**src/rtl/cpu_prog_loader_if.sv**
```systemverilog
// Byte-stream input and CPU RAM write port of the program loader.
//   in_valid / in_data / in_ready : program byte stream (valid/ready handshake)
//   load_ram / load_addr / load_data : one-cycle write strobe into CPU RAM
// The slave modport is the loader's view; the master modport is the
// environment that feeds bytes in and observes RAM writes.
interface cpu_prog_loader_if #(
    parameter int ADDR_W = 4,
    parameter int DATA_W = 8
) ();
    logic              in_valid;
    logic [DATA_W-1:0] in_data;
    logic              in_ready;
    logic              load_ram;
    logic [ADDR_W-1:0] load_addr;
    logic [DATA_W-1:0] load_data;

    modport slave (
        input  in_valid,
        input  in_data,
        output in_ready,
        output load_ram,
        output load_addr,
        output load_data
    );

    modport master (
        output in_valid,
        output in_data,
        input  in_ready,
        input  load_ram,
        input  load_addr,
        input  load_data
    );
endinterface

```
**src/rtl/cpu_prog_loader.sv**
```systemverilog
// Program loader feeding simplecpu's RAM-load port.
// Receives NBYTES program bytes followed by one checksum byte, writes each
// program byte to consecutive RAM addresses from 0, and releases the CPU
// from reset only when the bytes plus checksum sum to zero (mod 2**DATA_W).
// Ports:
//   clk       : system clock, rising edge
//   reset     : synchronous active-low reset
//   start     : one-cycle pulse, begins or restarts a load from any state
//   bus       : byte stream in / RAM write strobe out (slave modport)
//   cpu_reset : 0 holds the CPU in reset, 1 lets it run
//   busy      : load in progress (LOAD or CHECK)
//   done      : last load passed its checksum
//   err       : last load failed its checksum
module cpu_prog_loader #(
    parameter int ADDR_W = 4,
    parameter int DATA_W = 8,
    parameter int NBYTES = 16
) (
    input  logic                   clk,
    input  logic                   reset,
    input  logic                   start,
    cpu_prog_loader_if.slave       bus,
    output logic                   cpu_reset,
    output logic                   busy,
    output logic                   done,
    output logic                   err
);
    // One extra bit so that NBYTES == 2**ADDR_W is representable.
    localparam int CNT_W = ADDR_W + 1;
    localparam logic [CNT_W-1:0] LAST_IDX = CNT_W'(NBYTES - 1);

    typedef enum logic [2:0] {
        IDLE  = 3'd0,
        LOAD  = 3'd1,
        CHECK = 3'd2,
        RUN   = 3'd3,
        ERROR = 3'd4
    } state_t;

    state_t            state_r;
    state_t            state_nxt_s;
    logic [CNT_W-1:0]  count_r;
    logic [DATA_W-1:0] sum_r;
    logic              load_ram_r;
    logic [ADDR_W-1:0] load_addr_r;
    logic [DATA_W-1:0] load_data_r;
    logic              cpu_reset_r;
    logic              done_r;
    logic              err_r;
    logic              in_ready_s;
    logic              accept_s;

    // Running two's-complement checksum step (modulo 2**DATA_W).
    function automatic logic [DATA_W-1:0] sum_add(
        input logic [DATA_W-1:0] a,
        input logic [DATA_W-1:0] b
    );
        return a + b;
    endfunction

    assign in_ready_s    = (state_r == LOAD) || (state_r == CHECK);
    assign accept_s      = bus.in_valid && in_ready_s;
    assign bus.in_ready  = in_ready_s;
    assign bus.load_ram  = load_ram_r;
    assign bus.load_addr = load_addr_r;
    assign bus.load_data = load_data_r;
    assign cpu_reset     = cpu_reset_r;
    assign busy          = in_ready_s;
    assign done          = done_r;
    assign err           = err_r;

    // State register.
    always_ff @(posedge clk) begin
        if (!reset) begin
            state_r <= IDLE;
        end else begin
            state_r <= state_nxt_s;
        end
    end

    // Next-state logic; start overrides everything and discards any
    // byte handshaked in the same cycle.
    always_comb begin
        state_nxt_s = state_r;
        if (start) begin
            state_nxt_s = LOAD;
        end else begin
            case (state_r)
                IDLE: begin
                    state_nxt_s = IDLE;
                end
                LOAD: begin
                    if (accept_s && (count_r == LAST_IDX)) begin
                        state_nxt_s = CHECK;
                    end else begin
                        state_nxt_s = LOAD;
                    end
                end
                CHECK: begin
                    if (!accept_s) begin
                        state_nxt_s = CHECK;
                    end else if (sum_add(sum_r, bus.in_data) == {DATA_W{1'b0}}) begin
                        state_nxt_s = RUN;
                    end else begin
                        state_nxt_s = ERROR;
                    end
                end
                RUN: begin
                    state_nxt_s = RUN;
                end
                ERROR: begin
                    state_nxt_s = ERROR;
                end
                default: begin
                    state_nxt_s = IDLE;
                end
            endcase
        end
    end

    // Datapath: counter, checksum, RAM strobe and status outputs.
    // Status flags follow the next state so they line up with the state
    // register; the RAM strobe is a single-cycle pulse registered one cycle
    // after acceptance, so a pending strobe still fires under start but not
    // under reset.
    always_ff @(posedge clk) begin
        if (!reset) begin
            count_r     <= '0;
            sum_r       <= '0;
            load_ram_r  <= 1'b0;
            load_addr_r <= '0;
            load_data_r <= '0;
            cpu_reset_r <= 1'b0;
            done_r      <= 1'b0;
            err_r       <= 1'b0;
        end else begin
            load_ram_r <= 1'b0;
            if (start) begin
                count_r <= '0;
                sum_r   <= '0;
            end else if ((state_r == LOAD) && accept_s) begin
                load_ram_r  <= 1'b1;
                load_addr_r <= count_r[ADDR_W-1:0];
                load_data_r <= bus.in_data;
                count_r     <= count_r + CNT_W'(1);
                sum_r       <= sum_add(sum_r, bus.in_data);
            end
            cpu_reset_r <= (state_nxt_s == RUN);
            done_r      <= (state_nxt_s == RUN);
            err_r       <= (state_nxt_s == ERROR);
        end
    end
endmodule

```
**src/flat_wrapper.sv**
```systemverilog
// flat-port wrapper written by rule: the top's interface ports become plain ports
module cpu_prog_loader_flat 
#(
    parameter int ADDR_W = 4,
    parameter int DATA_W = 8,
    parameter int NBYTES = 16
)
  (clk, reset, start, cpu_reset, busy, done, err, bus_in_valid, bus_in_data, bus_in_ready, bus_load_ram, bus_load_addr, bus_load_data);
  cpu_prog_loader_if #(.ADDR_W(ADDR_W), .DATA_W(DATA_W)) bus_i ();
  input  logic clk;
  input  logic reset;
  input  logic start;
  output logic cpu_reset;
  output logic busy;
  output logic done;
  output logic err;
  input wire logic [$bits(bus_i.in_valid)-1:0] bus_in_valid;
  input wire logic [$bits(bus_i.in_data)-1:0] bus_in_data;
  output wire logic [$bits(bus_i.in_ready)-1:0] bus_in_ready;
  output wire logic [$bits(bus_i.load_ram)-1:0] bus_load_ram;
  output wire logic [$bits(bus_i.load_addr)-1:0] bus_load_addr;
  output wire logic [$bits(bus_i.load_data)-1:0] bus_load_data;
  assign bus_i.in_valid = bus_in_valid;
  assign bus_i.in_data = bus_in_data;
  assign bus_in_ready = bus_i.in_ready;
  assign bus_load_ram = bus_i.load_ram;
  assign bus_load_addr = bus_i.load_addr;
  assign bus_load_data = bus_i.load_data;
  cpu_prog_loader #(.ADDR_W(ADDR_W), .DATA_W(DATA_W), .NBYTES(NBYTES)) u_core (.clk(clk), .reset(reset), .start(start), .bus(bus_i), .cpu_reset(cpu_reset), .busy(busy), .done(done), .err(err));
endmodule
```
**config.mk**
```make
export PLATFORM = sky130hd
export DESIGN_NAME = cpu_prog_loader_flat
export DESIGN_NICKNAME = d
export VERILOG_FILES = /design/src/rtl/cpu_prog_loader_if.sv /design/src/rtl/cpu_prog_loader.sv /design/src/flat_wrapper.sv
export SDC_FILE = /design/constraint.sdc
export NUM_CORES = 1
export LEC_CHECK = 0
export CAP_MARGIN = 30
export CORE_UTILIZATION = 46
export DETAILED_ROUTE_END_ITERATION = 6
export GPL_ROUTABILITY_DRIVEN = 0
export HOLD_SLACK_MARGIN = 0.03
export PLACE_DENSITY = 0.71
export SLEW_MARGIN = 20
export SYNTH_ARGS = -nofsm -noshare
export SYNTH_HDL_FRONTEND = slang
export SYNTH_SLANG_ARGS = --single-unit
```
**constraint.sdc**
```tcl
create_clock -name clk -period 2.5 [get_ports clk]
set_input_delay 0.625 -clock clk [delete_from_list [all_inputs] [get_ports clk]]
set_output_delay 0.625 -clock clk [all_outputs]
set_load 0.01 [all_outputs]
```
Word level (Yosys, flattened, before mapping). Index checks and enable logic that the tools add are counted. W data, S select, Z words.

Register bits after elaboration: 31. Input bits: 12. Output and inout port bits: 18. Logic and storage cells: 32.

Add/subtract/negate cells: 2. Equality and inequality tests: 7. Muxes and demuxes: 6. Bitwise logic cells: 2. Reduce and logical (&&, ||, !) cells: 7.

Operators with widths (count): $pmux W3 S4 (1); $eq A3 B2 Y1 const B (3); $mux W3 (3); $add A8 B8 Y8 (1); $logic_not A8 Y1 (1); $eq A3 B3 Y1 const B (2); $add A5 B1 Y5 const B (1); $eq A5 B4 Y1 const B (1); $eq A3 B1 Y1 const B (1); $logic_and A1 B1 Y1 (3); $mux W2 (1); $not A1 Y1 (2); $reduce_and A2 Y1 (1); $reduce_or A2 Y1 (1); $logic_or A1 B1 Y1 (1); $mux W1 (1).

Depth between registers and ports, before layout.
Depth in word-level cells: 8. Depth in mapped cells: 9. Depth with buffers taken out: 9.

Worst setup path before layout. Ideal clock, no wire load.

Path type: input port to flip-flop. Start point: in bus_in_data[0]. End point: reg u_core.cpu_reset_r, in the netlist u_core.cpu_reset. Arrival time: 2387 ps. Slack: 44 ps. Stages: 9. Cell sequence: ha_1 inv_1 fa_1 nand2b_1 a21oi_2 or4b_1 o2111ai_2 or4_1 o21ai_1.

Longest elaborated chain between the ends: 7.

RTL lines: start: declaration (RTL line flat_wrapper.sv:18) `input wire logic [$bits(bus_i.in_data)-1:0] bus_in_data;`; $add A8 B8 Y8 (RTL line cpu_prog_loader.sv:58) `return a + b;`; $logic_not A8 Y1 (RTL line cpu_prog_loader.sv:102) `end else if (sum_add(sum_r, bus.in_data) == {DATA_W{1'b0}}) begin`; $mux W3 (RTL line cpu_prog_loader.sv:102); $mux W3 (RTL line cpu_prog_loader.sv:100) `if (!accept_s) begin`; $pmux W3 S4 (RTL line cpu_prog_loader.sv:88) `case (state_r)`; $mux W3 (RTL line cpu_prog_loader.sv:85) `if (start) begin`; $eq A3 B2 Y1 (RTL line cpu_prog_loader.sv:148) `cpu_reset_r <= (state_nxt_s == RUN);`; end signal: assignment (RTL line cpu_prog_loader.sv:148); end: declaration (RTL line cpu_prog_loader.sv:47) `logic cpu_reset_r;`.

Every way passes these cells. A chain may end at the register's enable or synchronous reset.

Final worst setup path.
Start point: in bus_in_data[4]. End point: reg u_core.sum_r[6].

Longest elaborated chain between the ends: 1.

RTL lines: $add A8 B8 Y8 (RTL line cpu_prog_loader.sv:58); end signal: assignment (RTL line cpu_prog_loader.sv:146) `sum_r <= sum_add(sum_r, bus.in_data);`; end: declaration (RTL line cpu_prog_loader.sv:43) `logic [DATA_W-1:0] sum_r;`.

Every way passes these cells.

==> results.json <==
{
  "status": "completed",
  "fin_nets": 261,
  "grt_max_degree": 14,
  "dieArea_sq_um": 3740,
  "grt_pass1_vias": 1410,
  "drc_errors": 0,
  "leakage_nw": 0.823,
  "path_clk_slew_ns": 0.10,
  "synth_cell_type_count": 41,
  "report.final.slew_viol_count": 0,
  "min_path_cells": 2,
  "cts_tree": "yes",
  "r2r_setup_slack_ns": 0.32,
  "core_sq_um": 3340,
  "cp-end-kind": "register",
  "powerDensity_nw_per_um2": 487,
  "finalWirelength_um": 3770,
  "worstSetupPathType": "in2reg",
  "dp.cells": 276,
  "ir_worst_vdd_uv": 514,
  "rows": 21,
  "worst_pin_slew_ns": 0.451,
  "cp_cell_sequence": "clkdlybuf4s50_1 -> ha_1 -> buf_4 -> o21ai_1 -> a21oi_2 -> or4b_1 -> o2111ai_2 -> buf_4 -> nand2_1 -> a21oi_1",
  "post-route-period-util_pct": 96.5,
  "fillers": 279,
  "ctsHoldBuffers": 0,
  "finalClockSkew_ns": 0.0132,
  "ios": 30,
  "seqCellArea_sq_um": 621,
  "fin_area_sq_um": 2200,
  "synth_edf_count": 0,
  "antenna_cells": 0,
  "rr_worst_depth": 9,
  "hp-class": "reg2reg",
  "tns_ns": 0,
  "drt_iter0_markers": 53,
  "wl_per_cell_um": 13.2,
  "rr_startpoint": "u_core.sum_r[0]",
  "arrival_ns": 2.67,
  "synth-seq-area-share_pct": 38.5,
  "synth_fp_nets": 213,
  "final_cells": 286,
  "power_mw": 1.07,
  "start_kind": "input pin",
  "cts_buffers": 5,
  "ctsHtreeMaxLevel": 2,
  "die_h_um": 61.2,
  "hold_start": "u_core.bus.load_data[0]",
  "place_area_sq_um": 2050,
  "timing.rr.end": "u_core.cpu_reset",
  "hold_path_end": "u_core.bus.load_data[0]",
  "multi_input_area_sq_um": 968,
  "async_reset_ff_share_pct": 0,
  "fin_crit_ns": 2.41,
  "clock-root-buffer": "clkbuf_4",
  "hold_slack_ns": 0.466,
  "synth_cells": 191,
  "hpwl_um": 2790,
  "setup_viol": 0,
  "initial_core_util_pct": 48.3,
  "grt_overflow": 0,
  "synth_area_sq_um": 1610,
  "vias": 1486,
  "portBuffers": 29,
  "grt_pass1_wl_um": 6260,
  "final-hold-violation-count": 0,
  "worst_slew_margin_rel_pct": 70.0,
  "ys_seq_elements": 31,
  "drive_above_1_share_pct": 18.3,
  "fmax_ghz": 0.414,
  "synth_area_per_cell_sq_um": 8.43,
  "ys.flop_type": "dfxtp_1",
  "gr-usage-all-layers_pct": 22.8,
  "dr.pass1.iters": 4,
  "vias_per_cell": 5.20,
  "cpMostUsedCell": "buf_4",
  "path_max_fanout": 5,
  "rsz0062_at_grt": "no",
  "slowest_delay_ns": 0.53,
  "dieWidth_um": 61.2,
  "worstPathRequired_ns": 2.76,
  "yosys_warnings": 0,
  "antenna_left": 0,
  "antenna_found_initial": 0,
  "area_growth_pct": 36.7,
  "maxCapViolCount": 0,
  "cp_slowest_cell": "or4b_1",
  "worstSkewPairLatency_ns": 0.33,
  "numClockSinks": 31,
  "clockBufferDepth": 2
}
[stage by stage]
stage	util, %	setup WS, ns
after floorplan	-	0.0440
after detailed placement	61.5	-0.547
final	66.0	0.0864
after global placement	61.5	-0.464
after CTS	64.8	0.00650
after global routing	66.0	0.0234
[synth_stat cells, types with 2 or more instances]
master | number | area [sq um]
nand2_1 | 39 | 146
o31a_2 | 2 | 20.0
nand3_1 | 4 | 20.0
dfxtp_1 | 31 | 621
o21ai_1 | 2 | 10.0
nand4_1 | 2 | 12.5
inv_1 | 5 | 18.8
o31ai_1 | 2 | 15.0
o21a_1 | 3 | 22.5
xor2_1 | 7 | 61.3
or4_1 | 2 | 15.0
and2_1 | 3 | 18.8
a21boi_0 | 12 | 90.1
nor2_1 | 14 | 52.6
buf_4 | 3 | 22.5
xnor2_1 | 4 | 35.0
clkbuf_1 | 3 | 11.3
nand2b_1 | 3 | 18.8
o21ai_0 | 5 | 25.0
nand3b_1 | 3 | 22.5
ha_1 | 9 | 113
a211oi_1 | 2 | 15.0
a21oi_1 | 10 | 50.1
and2b_2 | 2 | 17.5
buf_2 | 3 | 15.0
[layer usage]
layer  global-route usage, %  share of wire (%)  up-vias
li1                        -                  -      745
met1                    28.2                 45      705
met2                    38.8                 50       30
met3                    5.04                3.9        6
met4                    8.44                1.5        0
met5                       0                  0        -
[worst max-delay path by stage]
| stage | from | endpoint | slack (ns) |
|---|---|---|---|
| final | bus_in_data[4] | u_core.sum_r[6] | 0.09 |
| after global routing | bus_in_data[2] | u_core.sum_r[7] | 0.02 |
| after CTS | bus_in_data[1] | u_core.state_r[2] | 0.007 |
| after detailed placement | bus_in_data[0] | u_core.cpu_reset | -0.55 |
| after global placement | bus_in_data[0] | u_core.cpu_reset | -0.46 |
| after floorplan | bus_in_data[0] | u_core.cpu_reset | 0.04 |
[cell families (layout without fill, tap and decap cells)]
family                   count (synthesis)  count (layout)  synth area share [%]
flip-flops                              31              31                  38.5
XOR/XNOR                                11              11                  5.98
AO/OA/AOI/OAI                           45              45                  19.4
buffers and inverters                   14              63                  4.20
AND/OR/NAND/NOR                         80              80                  23.6
adder cells (fa/ha/maj)                 10              10                  8.24
[state kept, by name (all words and copies together) (netlist names)]
name,count
u_core.count_r,5
u_core.sum_r,8
u_core.state_r,3
u_core.bus.load_data,8
u_core.bus.load_ram,1
u_core.bus.load_addr,4
u_core.err,1
u_core.cpu_reset,1
[cell usage in the layout, fill, tap and decap left out, types with 6 or more instances in the layout]
cell	instances
a21boi_0	12
a21oi_1	9
buf_4	21
clkdlybuf4s50_1	27
dfxtp_1	31
ha_1	6
nand2_1	39
nor2_1	14
xor2_1	7
[timing repair]
| item | in CTS | in global routing |
|---|---|---|
| cloned | 0 | 0 |
| buffers inserted | 1 | 1 |
| resized for setup | 5 | 5 |
| endpoints found under the setup margin | 5 | 7 |
| pin swaps | 4 | 2 |
[worst max-delay path: cells and delay by family]
kind	cells	cell delay [ns]
compound gates	4	0.37
simple gates	2	0.59
buf+inv	3	0.75
fa+ha+maj	1	0.33
[power by group]
| part | switching, mW | internal, mW | total [mW] |
|---|---|---|---|
| combinational | 0.0747 | 0.0802 | 0.155 |
| clock | 0.173 | 0.236 | 0.409 |
| sequential | 0.00661 | 0.502 | 0.509 |
| total | 0.254 | 0.819 | 1.07 |
[final cells by class]
type	count	area share, %
clock inverters	2	1.59
well taps	46	2.62
flip-flops and latches	31	28.2
multi-input cells	146	44.0
clock buffers	6	2.33
repair buffers	50	20.4
inverters	5	0.853
No activity file was read; power rests on OpenSTA's default activity.
